**src/rtl/y86_pkg.sv**
```systemverilog
// y86_pkg: shared definitions for the sequential Y86 stage controller.
//   - icode constants for the Y86 instruction set
//   - processor status codes (stat_t)
//   - controller FSM state enumeration (state_t)
//   - is_mem_class(): which icodes use the data-memory stage
package y86_pkg;

  localparam logic [3:0] ICODE_HALT  = 4'h0;
  localparam logic [3:0] ICODE_NOP   = 4'h1;
  localparam logic [3:0] ICODE_CMOV  = 4'h2;
  localparam logic [3:0] ICODE_IRMOV = 4'h3;
  localparam logic [3:0] ICODE_RMMOV = 4'h4;
  localparam logic [3:0] ICODE_MRMOV = 4'h5;
  localparam logic [3:0] ICODE_OP    = 4'h6;
  localparam logic [3:0] ICODE_JXX   = 4'h7;
  localparam logic [3:0] ICODE_CALL  = 4'h8;
  localparam logic [3:0] ICODE_RET   = 4'h9;
  localparam logic [3:0] ICODE_PUSH  = 4'hA;
  localparam logic [3:0] ICODE_POP   = 4'hB;

  typedef enum logic [2:0] {
    STAT_AOK = 3'd1,
    STAT_HLT = 3'd2,
    STAT_ADR = 3'd3,
    STAT_INS = 3'd4
  } stat_t;

  typedef enum logic [2:0] {
    IDLE,
    FETCH,
    DECODE,
    EXECUTE,
    MEMORY,
    WRITEBACK,
    PCUPDATE,
    HALT
  } state_t;

  // Instructions that read or write data memory (loads, stores, stack ops).
  function automatic logic is_mem_class(input logic [3:0] icode);
    case (icode)
      ICODE_RMMOV, ICODE_MRMOV, ICODE_CALL,
      ICODE_RET,   ICODE_PUSH,  ICODE_POP: return 1'b1;
      default:                             return 1'b0;
    endcase
  endfunction

endpackage

```
**src/rtl/seq_stage_controller_if.sv**
```systemverilog
// seq_stage_controller_if: bundle between the stage controller and the rest
// of the sequential Y86 datapath.
//   Fetch side  : start, icode, instr_valid, imem_error
//   Memory side : mem_req, mem_ack, dmem_error
//   Enables     : fetch_en, decode_en, exec_en, wb_en, pc_en, cc_we
//   Status      : stat, halted, instr_count
//   Debug       : cnt_load / cnt_load_value preload instr_count while IDLE
// modport master is the controller; modport slave is the datapath/environment.
interface seq_stage_controller_if;

  logic        start;
  logic [3:0]  icode;
  logic        instr_valid;
  logic        imem_error;
  logic        mem_ack;
  logic        dmem_error;
  logic        cnt_load;
  logic [31:0] cnt_load_value;

  logic        fetch_en;
  logic        decode_en;
  logic        exec_en;
  logic        wb_en;
  logic        pc_en;
  logic        mem_req;
  logic        cc_we;
  logic [2:0]  stat;
  logic        halted;
  logic [31:0] instr_count;

  modport master (
    input  start, icode, instr_valid, imem_error, mem_ack, dmem_error,
           cnt_load, cnt_load_value,
    output fetch_en, decode_en, exec_en, wb_en, pc_en, mem_req, cc_we,
           stat, halted, instr_count
  );

  modport slave (
    output start, icode, instr_valid, imem_error, mem_ack, dmem_error,
           cnt_load, cnt_load_value,
    input  fetch_en, decode_en, exec_en, wb_en, pc_en, mem_req, cc_we,
           stat, halted, instr_count
  );

endinterface

```
**src/rtl/seq_stage_controller.sv**
```systemverilog
// seq_stage_controller: sequences one Y86 instruction at a time through
// FETCH, DECODE, EXECUTE, MEMORY, WRITEBACK and PCUPDATE, raising one stage
// enable per state. Fetch or data-memory faults and the halt instruction
// park the FSM in HALT with the matching status until reset.
// Ports:
//   clk   - rising-edge clock
//   rst_n - asynchronous active-low reset
//   bus   - seq_stage_controller_if.master (handshakes, enables, status)
// All outputs are registered: each is computed from the next state so it is
// valid for the whole cycle spent in that state.
module seq_stage_controller
  import y86_pkg::*;
(
  input  logic                   clk,
  input  logic                   rst_n,
  seq_stage_controller_if.master bus
);

  state_t      state_q, state_d;
  stat_t       stat_q, stat_d;
  logic        halted_q;
  logic        fetch_en_q, decode_en_q, exec_en_q, wb_en_q, pc_en_q;
  logic        mem_req_q, cc_we_q;
  logic [31:0] instr_count_q;

  // Next-state and next-status selection.
  always_comb begin
    state_d = state_q;
    stat_d  = STAT_AOK;
    case (state_q)
      IDLE: begin
        if (bus.start) state_d = FETCH;
      end
      FETCH: begin
        // Address fault outranks an illegal encoding, which outranks halt.
        if (bus.imem_error) begin
          state_d = HALT;
          stat_d  = STAT_ADR;
        end else if (!bus.instr_valid) begin
          state_d = HALT;
          stat_d  = STAT_INS;
        end else if (bus.icode == ICODE_HALT) begin
          state_d = HALT;
          stat_d  = STAT_HLT;
        end else begin
          state_d = DECODE;
        end
      end
      DECODE:  state_d = EXECUTE;
      EXECUTE: state_d = MEMORY;
      MEMORY: begin
        // Non-memory instructions pass straight through; memory-class ones
        // wait on mem_ack, and dmem_error only counts alongside that ack.
        if (!is_mem_class(bus.icode)) begin
          state_d = WRITEBACK;
        end else if (bus.mem_ack) begin
          if (bus.dmem_error) begin
            state_d = HALT;
            stat_d  = STAT_ADR;
          end else begin
            state_d = WRITEBACK;
          end
        end
      end
      WRITEBACK: state_d = PCUPDATE;
      PCUPDATE:  state_d = FETCH;
      HALT: begin
        state_d = HALT;
        stat_d  = stat_q;
      end
      default: state_d = IDLE;
    endcase
  end

  // State and registered outputs.
  always_ff @(posedge clk or negedge rst_n) begin
    if (!rst_n) begin
      state_q       <= IDLE;
      stat_q        <= STAT_AOK;
      halted_q      <= 1'b0;
      fetch_en_q    <= 1'b0;
      decode_en_q   <= 1'b0;
      exec_en_q     <= 1'b0;
      wb_en_q       <= 1'b0;
      pc_en_q       <= 1'b0;
      mem_req_q     <= 1'b0;
      cc_we_q       <= 1'b0;
      instr_count_q <= 32'd0;
    end else begin
      state_q     <= state_d;
      stat_q      <= stat_d;
      halted_q    <= (state_d == HALT);
      fetch_en_q  <= (state_d == FETCH);
      decode_en_q <= (state_d == DECODE);
      exec_en_q   <= (state_d == EXECUTE);
      wb_en_q     <= (state_d == WRITEBACK);
      pc_en_q     <= (state_d == PCUPDATE);
      // icode is already stable when entering EXECUTE/MEMORY, so it can
      // qualify these enables one cycle ahead.
      mem_req_q   <= (state_d == MEMORY) && is_mem_class(bus.icode);
      cc_we_q     <= (state_d == EXECUTE) && (bus.icode == ICODE_OP);
      if (state_q == PCUPDATE) begin
        instr_count_q <= instr_count_q + 32'd1;
      end else if ((state_q == IDLE) && bus.cnt_load) begin
        instr_count_q <= bus.cnt_load_value;
      end
    end
  end

  assign bus.fetch_en    = fetch_en_q;
  assign bus.decode_en   = decode_en_q;
  assign bus.exec_en     = exec_en_q;
  assign bus.wb_en       = wb_en_q;
  assign bus.pc_en       = pc_en_q;
  assign bus.mem_req     = mem_req_q;
  assign bus.cc_we       = cc_we_q;
  assign bus.stat        = stat_q;
  assign bus.halted      = halted_q;
  assign bus.instr_count = instr_count_q;

endmodule

```
**src/flat_wrapper.sv**
```systemverilog
// flat-port wrapper written by rule: the top's interface ports become plain ports
module seq_stage_controller_flat import y86_pkg::*;
  (clk, rst_n, bus_start, bus_icode, bus_instr_valid, bus_imem_error, bus_mem_ack, bus_dmem_error, bus_cnt_load, bus_cnt_load_value, bus_fetch_en, bus_decode_en, bus_exec_en, bus_wb_en, bus_pc_en, bus_mem_req, bus_cc_we, bus_stat, bus_halted, bus_instr_count);
  seq_stage_controller_if bus_i ();
  input  logic clk;
  input  logic rst_n;
  input wire logic [$bits(bus_i.start)-1:0] bus_start;
  input wire logic [$bits(bus_i.icode)-1:0] bus_icode;
  input wire logic [$bits(bus_i.instr_valid)-1:0] bus_instr_valid;
  input wire logic [$bits(bus_i.imem_error)-1:0] bus_imem_error;
  input wire logic [$bits(bus_i.mem_ack)-1:0] bus_mem_ack;
  input wire logic [$bits(bus_i.dmem_error)-1:0] bus_dmem_error;
  input wire logic [$bits(bus_i.cnt_load)-1:0] bus_cnt_load;
  input wire logic [$bits(bus_i.cnt_load_value)-1:0] bus_cnt_load_value;
  output wire logic [$bits(bus_i.fetch_en)-1:0] bus_fetch_en;
  output wire logic [$bits(bus_i.decode_en)-1:0] bus_decode_en;
  output wire logic [$bits(bus_i.exec_en)-1:0] bus_exec_en;
  output wire logic [$bits(bus_i.wb_en)-1:0] bus_wb_en;
  output wire logic [$bits(bus_i.pc_en)-1:0] bus_pc_en;
  output wire logic [$bits(bus_i.mem_req)-1:0] bus_mem_req;
  output wire logic [$bits(bus_i.cc_we)-1:0] bus_cc_we;
  output wire logic [$bits(bus_i.stat)-1:0] bus_stat;
  output wire logic [$bits(bus_i.halted)-1:0] bus_halted;
  output wire logic [$bits(bus_i.instr_count)-1:0] bus_instr_count;
  assign bus_i.start = bus_start;
  assign bus_i.icode = bus_icode;
  assign bus_i.instr_valid = bus_instr_valid;
  assign bus_i.imem_error = bus_imem_error;
  assign bus_i.mem_ack = bus_mem_ack;
  assign bus_i.dmem_error = bus_dmem_error;
  assign bus_i.cnt_load = bus_cnt_load;
  assign bus_i.cnt_load_value = bus_cnt_load_value;
  assign bus_fetch_en = bus_i.fetch_en;
  assign bus_decode_en = bus_i.decode_en;
  assign bus_exec_en = bus_i.exec_en;
  assign bus_wb_en = bus_i.wb_en;
  assign bus_pc_en = bus_i.pc_en;
  assign bus_mem_req = bus_i.mem_req;
  assign bus_cc_we = bus_i.cc_we;
  assign bus_stat = bus_i.stat;
  assign bus_halted = bus_i.halted;
  assign bus_instr_count = bus_i.instr_count;
  seq_stage_controller u_core (.clk(clk), .rst_n(rst_n), .bus(bus_i));
endmodule
```
**config.mk**
```make
export PLATFORM = sky130hd
export DESIGN_NAME = seq_stage_controller_flat
export DESIGN_NICKNAME = d
export VERILOG_FILES = /design/src/rtl/y86_pkg.sv /design/src/rtl/seq_stage_controller_if.sv /design/src/rtl/seq_stage_controller.sv /design/src/flat_wrapper.sv
export SDC_FILE = /design/constraint.sdc
export NUM_CORES = 1
export LEC_CHECK = 0
export CAP_MARGIN = 20
export CORE_AREA = 3 3 60 104
export CTS_BUF_LIST = sky130_fd_sc_hd__clkbuf_16
export DETAILED_ROUTE_END_ITERATION = 8
export DIE_AREA = 0 0 63 107
export PLACE_DENSITY = 0.79
export SLEW_MARGIN = 10
export SYNTH_ARGS = -nofsm -noshare
export SYNTH_HDL_FRONTEND = slang
export SYNTH_SLANG_ARGS = --single-unit
```
**constraint.sdc**
```tcl
create_clock -name clk -period 1.9 [get_ports clk]
set_input_delay 0.285 -clock clk [delete_from_list [all_inputs] [get_ports clk]]
set_output_delay 0.285 -clock clk [all_outputs]
set_load 0.02 [all_outputs]
```
Word level (Yosys, flattened, before mapping)
Index checks and enable logic that the tools add are counted.
- output and inout bits: 43
- word-level logic and storage cells: 59
- bits in registers: 46
- input bits: 44
- muxes and demuxes: 19
- $add $sub $neg: 1
- equality and inequality tests: 21
- reduce and logical (&&, ||, !) cells: 7
- operators with widths (kind ; count):
    32-bit two-way mux ; 2
    32-bit by 1-bit adder with 32-bit output (second input constant) ; 1
    3-bit two-way mux ; 10
    3-bit == test (second input constant) ; 8
    3-bit one-hot mux with 8 select lines ; 1
    4-bit == test (second input constant) ; 4
    3-bit by 2-bit == test with 1-bit output (second input constant) ; 4
    4-bit by 3-bit == test with 1-bit output (second input constant) ; 3
    3-bit one-hot mux with 3 select lines ; 1
    3-bit by 1-bit == test with 1-bit output (second input constant) ; 2
    2-bit two-way mux ; 3
    6-bit OR reduction ; 1
    4-bit zero test ; 1
    1-bit logical AND ; 3
    3-bit zero test ; 1
    1-bit two-way mux ; 2
    2-bit nonzero test ; 1

Logic depth before layout (Yosys ltp)
Gate-level depths: netlist of the first run.
- word-level depth: 8
- depth in mapped cells: 7

Worst setup path after synthesis of the first run
Ideal clock, no wire load.
- path type: reg-to-reg
- start: register u_core.instr_count_q[15], in the netlist u_core.bus.instr_count[15]
- end: register u_core.instr_count_q[26], in the netlist u_core.bus.instr_count[26]
- stages on the path, launching flop included: 6
- library setup time: 124 ps
- period minus slack after synthesis: 1901 ps
- data arrival time: 1777 ps
- required time: 1776 ps
- path buffers: 0
- setup slack: -1 ps
- path through: dfrtp_1 nand4_1 nor4_4 and2_1 a31oi_1 a211o_1
- cells in the longest elaborated chain, start to end: 2
- ends and longest elaborated chain (item ; line ; text):
    from (decl) ; seq_stage_controller.sv:24 ; logic [31:0] instr_count_q;
    from (signal assigned) ; seq_stage_controller.sv:103 ; instr_count_q <= instr_count_q + 32'd1;
    from (signal assigned) ; seq_stage_controller.sv:105 ; instr_count_q <= bus.cnt_load_value;
    32-bit by 1-bit adder with 32-bit output ; seq_stage_controller.sv:103 ;
    32-bit two-way mux ; seq_stage_controller.sv:102 ; if (state_q == PCUPDATE) begin
No other way between the ends.
A chain may end at the register's enable or synchronous reset.

Worst setup path in the final report of the first run
- start: register u_core.instr_count_q[2], in the netlist u_core.bus.instr_count[2]
- end: register u_core.instr_count_q[13], in the netlist u_core.bus.instr_count[13]
Same word-level chain as after synthesis.

==> load_flow_metrics.sql, run 1 <==
INSERT INTO impl_metrics (metric_group, metric, value, unit) VALUES
('outcome', 'outcome', 'finished, final reports clean', ''),
('synthesis', 'postSynth.asyncResetShare', '100', '%'),
('pwr', 'p_leak', '1.51', 'nW'),
('worst_setup_path', 'path_max_fanout', '6', ''),
('placement', 'place_congestion', '0.865', ''),
('job', 'cap_violations', '0', ''),
('synthesis', 'post_synthesis_instance_total', '275', ''),
('cts', 'clkTransAtPathRegs', '0.06', 'ns'),
('pwr', 'switching_power', '0.469', 'mW'),
('worst_setup_path', 'critPathLaunchType', 'flop', ''),
('global_route', 'global_route_wire_length_before_repair', '12900', 'um'),
('cts', 'insertion_delay', '0.29', 'ns'),
('sta', 'worst_slew_margin_relative_to_its_limit', '64.7', '%'),
('placement', 'place_hpwl', '6010', 'um'),
('synthesis', 'number_of_enable_type_register_cells_in_the_synthesized_netlist', '0', ''),
('drt', 'drt-total-wl', '7900', 'um'),
('drt', 'routed_via_density', '5.79', ''),
('floorplan', 'fp.coreArea', '5540', 'um2'),
('pwr', 'report.power.total', '2.07', 'mW'),
('global_route', 'globalRouteTotalUtil', '23.9', '%'),
('layout', 'nNetsFinal', '435', ''),
('placement', 'dp_slack', '0.00799', 'ns'),
('floorplan', 'floorplan.die_area', '6740', 'um2'),
('synthesis', 'synthesis.yosys.warnings', '0', ''),
('synthesis', 'synthDominantAreaCellType', 'sky130_fd_sc_hd__dfrtp_1', ''),
('global_route', 'initial_antenna_violation_count', '0', ''),
('synthesis', 'post_synth_most_frequent_cells', 'sky130_fd_sc_hd__dfrtp_1, sky130_fd_sc_hd__nand2_1, sky130_fd_sc_hd__nor2_1', ''),
('worst_setup_path', 'critPathRequiredTime', '2.13', 'ns'),
('pwr', 'power.combinational.fraction', '10.6', '%'),
('synthesis', 'ys.flop_type', 'sky130_fd_sc_hd__dfrtp_1', ''),
('placement', 'portBuffers', '86', ''),
('pwr', 'sw_frac_of_total', '22.7', '%'),
('sta', 'final_hold_violation_count', '0', ''),
('floorplan', 'design.portCount', '87', ''),
('global_route', 'grt_overflow_total', '0', ''),
('worst_setup_path', 'worst_ep_arrival_time', '1.98', 'ns'),
('sta', 'worst_slew_pin_tran', '0.529', 'ns'),
('sta', 'maxSlewViolCount', '0', ''),
('sta', 'fin_crit', '1.75', 'ns'),
('synthesis', 'ys_seq_area_share', '46.7', '%'),
('sta', 'setup_viol', '0', ''),
('layout', 'insertedDiodeCount', '0', ''),
('drt', 'detail_route.drc_violations', '0', ''),
('floorplan', 'die_height', '107', 'um'),
('pwr', 'power_density', '545', 'nW/um2'),
('min_path', 'min_path_type', 'in2async', ''),
('global_route', 'grt_start_max_net_pins', '23', ''),
('drt', 'drt-wirelength-per-cell', '16.9', 'um'),
('sta', 'clock_skew', '0.00369', 'ns'),
('synthesis', 'ys_seq_elements', '46', ''),
('worst_setup_path', 'critPathMostFrequentCell', 'sky130_fd_sc_hd__nand3_1', ''),
('floorplan', 'start_util', '44.5', '%'),
('pwr', 'share_clk_of_total_power', '40.7', '%'),
('sta', 'post-route-period-util', '92.1', '%'),
('drt', 'first_pass_iters', '4', ''),
('worst_setup_path', 'critical_path.cell_chain', 'nand3_1, or4_4, or3_1, nand3_1', ''),
('synthesis', 'synth_largest_type_area_fraction', '45.7', '%'),
('worst_setup_path', 'worst-setup-path-type', 'reg2reg', ''),
('worst_setup_path', 'timing.critical_path.slowest_stage_cell', 'sky130_fd_sc_hd__or4_4', ''),
('synthesis', 'ys_top_cells_by_area', 'sky130_fd_sc_hd__dfrtp_1, sky130_fd_sc_hd__nand2_1, sky130_fd_sc_hd__nor2_1', ''),
('layout', 'area.growth.synth_to_final', '53.7', '%'),
('global_route', 'first_global_vias', '2666', ''),
('synthesis', 'avgSynthCellArea', '8.97', 'um2'),
('cts', 'cts_root_buffer', 'sky130_fd_sc_hd__clkbuf_16', ''),
('drt', 'drtAntennaViolNets', '0', ''),
('synthesis', 'synth.net_count', '320', ''),
('cts', 'cts_max_path_buffers', '2', ''),
('floorplan', 'core.rowCount', '36', ''),
('floorplan', 'dieWidth', '63', 'um'),
('drt', 'drt-initial-drc-count', '182', ''),
('cts', 'cts_tree', 'yes', '');
[logic make-up (layout without fill, tap and decap cells)]
kind of cell | Yosys count | count (layout) | share of synthesized area [%]
AO/OA/AOI/OAI | 72 | 72 | 19.5
XOR/XNOR | 3 | 3 | 1.07
adder cells (fa/ha/maj) | 1 | 1 | 0.507
buffers and inverters | 16 | 132 | 2.79
flip-flops | 46 | 46 | 46.7
multiplexers | 1 | 1 | 0.406
AND/OR/NAND/NOR | 136 | 136 | 29.0
[timing repair]
action	in CTS	in global routing
setup buffers	0	2
hold buffers	1	0
endpoints found under the setup margin	0	8
gates resized for setup	0	4
endpoints found under the hold margin	20	0
[layout by cell type, fill, tap and decap left out, types with 3 or more instances in the layout]
cell type	n
sky130_fd_sc_hd__nor3_1	12
sky130_fd_sc_hd__o22ai_1	4
sky130_fd_sc_hd__a21oi_1	11
sky130_fd_sc_hd__nand3_1	15
sky130_fd_sc_hd__a31oi_1	5
sky130_fd_sc_hd__nand2b_1	3
sky130_fd_sc_hd__o21ai_0	11
sky130_fd_sc_hd__o21ai_1	6
sky130_fd_sc_hd__a211oi_1	6
sky130_fd_sc_hd__o211ai_1	10
sky130_fd_sc_hd__nand2_1	31
sky130_fd_sc_hd__nor2_1	29
sky130_fd_sc_hd__and3_1	6
sky130_fd_sc_hd__o311ai_1	3
sky130_fd_sc_hd__nand4_1	14
sky130_fd_sc_hd__dfrtp_1	43
sky130_fd_sc_hd__clkbuf_16	5
sky130_fd_sc_hd__xor2_1	3
sky130_fd_sc_hd__nor2b_1	3
sky130_fd_sc_hd__nand3b_1	3
sky130_fd_sc_hd__and2_1	3
sky130_fd_sc_hd__nor3_2	3
sky130_fd_sc_hd__buf_4	34
sky130_fd_sc_hd__inv_1	4
sky130_fd_sc_hd__clkdlybuf4s50_1	85
[power by group through the flow]
stage | Sequential, mW | Clock (mW) | Combinational, mW
2_1_floorplan | 1.04 | 0 | 0.0352
3_3_place_gp | 1.02 | 0 | 0.212
3_5_place_dp | 1.02 | 0 | 0.213
4_1_cts | 1.01 | 0.851 | 0.216
5_1_grt | 1.01 | 0.889 | 0.234
6_report | 1.01 | 0.841 | 0.218
[state kept, by name, summed over array words and instances, names as in the netlist]
signal,cells
u_core.bus.wb_en,1
u_core.bus.cc_we,1
u_core.bus.halted,1
u_core.bus.mem_req,1
u_core.bus.stat,3
u_core.state_q,3
u_core.bus.exec_en,1
u_core.bus.instr_count,32
u_core.bus.pc_en,1
u_core.bus.decode_en,1
u_core.bus.fetch_en,1
[critical path, delay by kind of cell, from the launching register on]
kind | cells | cell delay [ns]
simple gates | 4 | 1.23
flops | 1 | 0.46
[metal layers]
| layer | track usage, % | vias to the layer above | share of wire [%] |
|---|---|---|---|
| li1 | - | 1275 | - |
| met1 | 27.1 | 1302 | 37 |
| met2 | 43.3 | 114 | 55 |
| met3 | 5.03 | 15 | 6.0 |
| met4 | 9.16 | 0 | 1.9 |
| met5 | 0 | - | 0 |
[through the flow]
stage	cells	setup TNS (ns)	hold WS (ns)	instance area, um2	util (%)
CTS	465	0	0.530	3760	67.8
global route	467	-0.0523	0.561	3790	68.4
floorplan	275	0	-0.0106	2470	-
detailed placement	456	0	0.281	3610	65.1
global placement	456	0	0.284	3610	65.1
finish	467	0	0.515	3790	68.4
[cell type report]
type	count	area [um2]
tap	76	95.1
clock inverter	3	12.5
clock buffer	5	125
sequential	46	1150
fill	460	1750
timing repair buffer	121	1120
inverter	3	11.3
multi-input combinational	213	1270
[final timing paths]
path | start | to | slack, ns | cells after the start
setup / recovery | u_core.bus.instr_count[2] | u_core.bus.instr_count[13] | 0.15 | 4
hold / removal | rst_n | u_core.bus.instr_count[5] | 0.51 | 2
setup reg to reg | u_core.bus.instr_count[2] | u_core.bus.instr_count[13] | 0.15 | 4
hold reg to reg | u_core.bus.instr_count[20] | u_core.bus.instr_count[20] | 0.53 | 1
max in group asynchronous | rst_n | u_core.bus.stat[0] | 0.76 | 3
min in group clk | u_core.bus.instr_count[20] | u_core.bus.instr_count[20] | 0.53 | 1
No activity file was read; power rests on OpenSTA's default activity.
==> run 2: changes to the inputs <==
--- a/config.mk
+++ b/config.mk
@@ -10,7 +10,7 @@
 export CTS_BUF_LIST = sky130_fd_sc_hd__clkbuf_16
 export DETAILED_ROUTE_END_ITERATION = 8
 export DIE_AREA = 0 0 63 107
-export PLACE_DENSITY = 0.79
+export PLACE_DENSITY = 0.9
 export SLEW_MARGIN = 10
 export SYNTH_ARGS = -nofsm -noshare
 export SYNTH_HDL_FRONTEND = slang
==> constraint.sdc (replaced) <==
create_clock -name clk -period 1.66 [get_ports clk]
set_input_delay 0.249 -clock clk [delete_from_list [all_inputs] [get_ports clk]]
set_output_delay 0.249 -clock clk [all_outputs]
set_load 0.02 [all_outputs]
==> load_flow_metrics.sql, run 2 (same netlist as run 1, synthesis figures left out) <==
INSERT INTO impl_metrics (metric_group, metric, value, unit) VALUES
('sta', 'worst_slew_margin_relative_to_its_limit', '72.5', '%'),
('cts', 'cts_max_path_buffers', '2', ''),
('placement', 'place_hpwl', '6280', 'um'),
('cts', 'clkTransAtPathRegs', '0.06', 'ns'),
('floorplan', 'design.portCount', '87', ''),
('drt', 'routed_via_density', '6.15', ''),
('outcome', 'violations_in_the_final_reports', 'negative setup slack', ''),
('drt', 'drt-total-wl', '9870', 'um'),
('floorplan', 'die_height', '107', 'um'),
('sta', 'worst_slack_on_hold_paths', '0.311', 'ns'),
('global_route', 'global_route_wire_length_before_repair', '14200', 'um'),
('layout', 'area.growth.synth_to_final', '74.3', '%'),
('cts', 'cts_tree', 'yes', ''),
('sta', 'fmax', '573', 'MHz'),
('drt', 'routed-via-count', '3129', ''),
('sta', 'clock_skew', '0.00518', 'ns'),
('sta', 'final_hold_violation_count', '0', ''),
('sta', 'fin_crit', '1.74', 'ns'),
('sta', 'finalSetupTns', '-0.431', 'ns'),
('worst_setup_path', 'cp_peak_stage_delay', '0.41', 'ns'),
('pwr', 'vdd_drop_max', '0.519', 'mV'),
('layout', 'fillCellCount', '361', ''),
('sta', 'final_critical_path_setup_slack', '-0.0848', 'ns'),
('worst_setup_path', 'critPathRequiredTime', '1.82', 'ns'),
('sta', 'setup_repair_after_global_routing_missed_its_margin', 'yes', ''),
('pwr', 'power_density', '559', 'nW/um2'),
('layout', 'insertedDiodeCount', '0', ''),
('global_route', 'first_global_vias', '2970', ''),
('layout', 'post_route_cells_drive_above_1_share', '26.3', '%'),
('cts', 'htree_levels', '2', ''),
('worst_setup_path', 'critical_path.cell_chain', 'ha_4, nand3_4, nor4_4, buf_4, a41oi_2, o21ai_1, o311ai_1', ''),
('worst_setup_path', 'critPathLaunchType', 'flop', ''),
('placement', 'place_congestion', '0.861', ''),
('sta', 'worst_slew_pin_tran', '0.407', 'ns'),
('drt', 'drtAntennaViolNets', '0', ''),
('worst_setup_path', 'worst-setup-path-type', 'reg2reg', ''),
('min_path', 'min_path_type', 'in2async', ''),
('layout', 'finalCoreUtilization', '77.6', '%'),
('layout', 'final_common_cell', 'sky130_fd_sc_hd__buf_4', ''),
('worst_setup_path', 'timing.critical_path.slowest_stage_cell', 'sky130_fd_sc_hd__dfrtp_2', ''),
('drt', 'drt-initial-drc-count', '324', ''),
('cts', 'cts_root_buffer', 'sky130_fd_sc_hd__clkbuf_16', ''),
('worst_setup_path', 'worst_ep_arrival_time', '1.91', 'ns'),
('global_route', 'grt_overflow_total', '0', ''),
('global_route', 'grt_start_max_net_pins', '42', ''),
('layout', 'final_cell_mix', 'sky130_fd_sc_hd__buf_4, sky130_fd_sc_hd__clkdlybuf4s50_1, sky130_fd_sc_hd__dfrtp_1', ''),
('global_route', 'initial_antenna_violation_count', '0', ''),
('sta', 'maxSlewViolCount', '0', ''),
('floorplan', 'dieWidth', '63', 'um'),
('drt', 'first_pass_iters', '5', ''),
('floorplan', 'fp.coreArea', '5540', 'um2'),
('layout', 'largest_register_ffs', '32', ''),
('worst_setup_path', 'path_max_fanout', '5', ''),
('global_route', 'globalRouteTotalUtil', '26.3', '%'),
('placement', 'portBuffers', '86', ''),
('floorplan', 'core.rowCount', '36', ''),
('drt', 'detail_route.drc_violations', '0', ''),
('pwr', 'p_leak', '1.86', 'nW'),
('job', 'cap_violations', '0', ''),
('layout', 'nNetsFinal', '477', ''),
('outcome', 'outcome', 'finished with violations', ''),
('cts', 'insertion_delay', '0.29', 'ns'),
('cts', 'clock_sink_count', '46', ''),
('sta', 'post-route-period-util', '105', '%'),
('sta', 'setup_viol', '11', ''),
('worst_setup_path', 'crit_path_end_kind', 'flop', ''),
('drt', 'drt-wirelength-per-cell', '19.4', 'um'),
('floorplan', 'floorplan.die_area', '6740', 'um2'),
('cts', 'tritoncts.num_buffers', '5', ''),
('floorplan', 'start_util', '44.5', '%');
-- run 2: per-stage QoR --
step                power, mW  cells  instance area [um2]  setup WS, ns
floorplan                1.23    275                 2510       -0.0796
global placement         1.43    480                 3850       -0.0772
detailed placement       1.44    480                 3850        -0.212
CTS                      2.39    495                 4090       -0.0276
global route             2.48    509                 4300        -0.224
finish                   2.40    509                 4300       -0.0848
-- run 2: final cells by class --
cell class	count	area, um2	area share, %
timing repair buffer	163	1500	34.9
sequential	46	1160	27.1
multi-input combinational	213	1390	32.3
clock buffer	5	125	2.91
tap	76	95.1	2.21
clock inverter	3	13.8	0.320
inverter	3	11.3	0.262
-- run 2: critical path, delay by kind of cell (launching register included) --
| kind | cells | cell delay (ns) |
|---|---|---|
| AO/OA/AOI/OAI | 3 | 0.45 |
| flip-flops | 1 | 0.41 |
| AND/OR/NAND/NOR | 2 | 0.39 |
| buffers and inverters | 1 | 0.20 |
| adder cells (fa/ha/maj) | 1 | 0.16 |
-- run 2: power breakdown --
group	total (mW)	leakage [nW]	switching [mW]	internal [mW]
combinational	0.283	1.29	0.118	0.165
clock	0.965	0.0748	0.418	0.547
sequential	1.15	0.497	0.0187	1.14
total	2.40	1.86	0.555	1.85
-- run 2: routing by layer --
layer,global-route usage (%),vias to the layer above,share of wire (%)
met5,0,-,0
met4,8.37,0,4.0
met3,5.77,57,7.2
met2,51.1,219,55
met1,27.2,1495,33
li1,-,1358,-
-- run 2: final timing paths --
path / slack [ns] / from / end / depth (start not counted)
setup / recovery: -0.08 / u_core.bus.instr_count[0] / u_core.bus.instr_count[28] / 7
hold / removal: 0.31 / rst_n / u_core.bus.stat[2] / 2
setup reg to reg: -0.08 / u_core.bus.instr_count[0] / u_core.bus.instr_count[28] / 7
hold reg to reg: 0.53 / u_core.bus.instr_count[20] / u_core.bus.instr_count[20] / 1
max in group asynchronous: 0.86 / rst_n / u_core.bus.stat[0] / 3
min in group clk: 0.53 / u_core.bus.instr_count[20] / u_core.bus.instr_count[20] / 1
-- run 2: repair_timing --
item | 4_1_cts | 5_1_grt
pin swaps | 1 | 14
setup buffers | 6 | 14
hold buffers | 1 | 0
resized for setup | 16 | 25
hold endpoints to repair | 5 | 0
endpoints found under the setup margin | 16 | 32
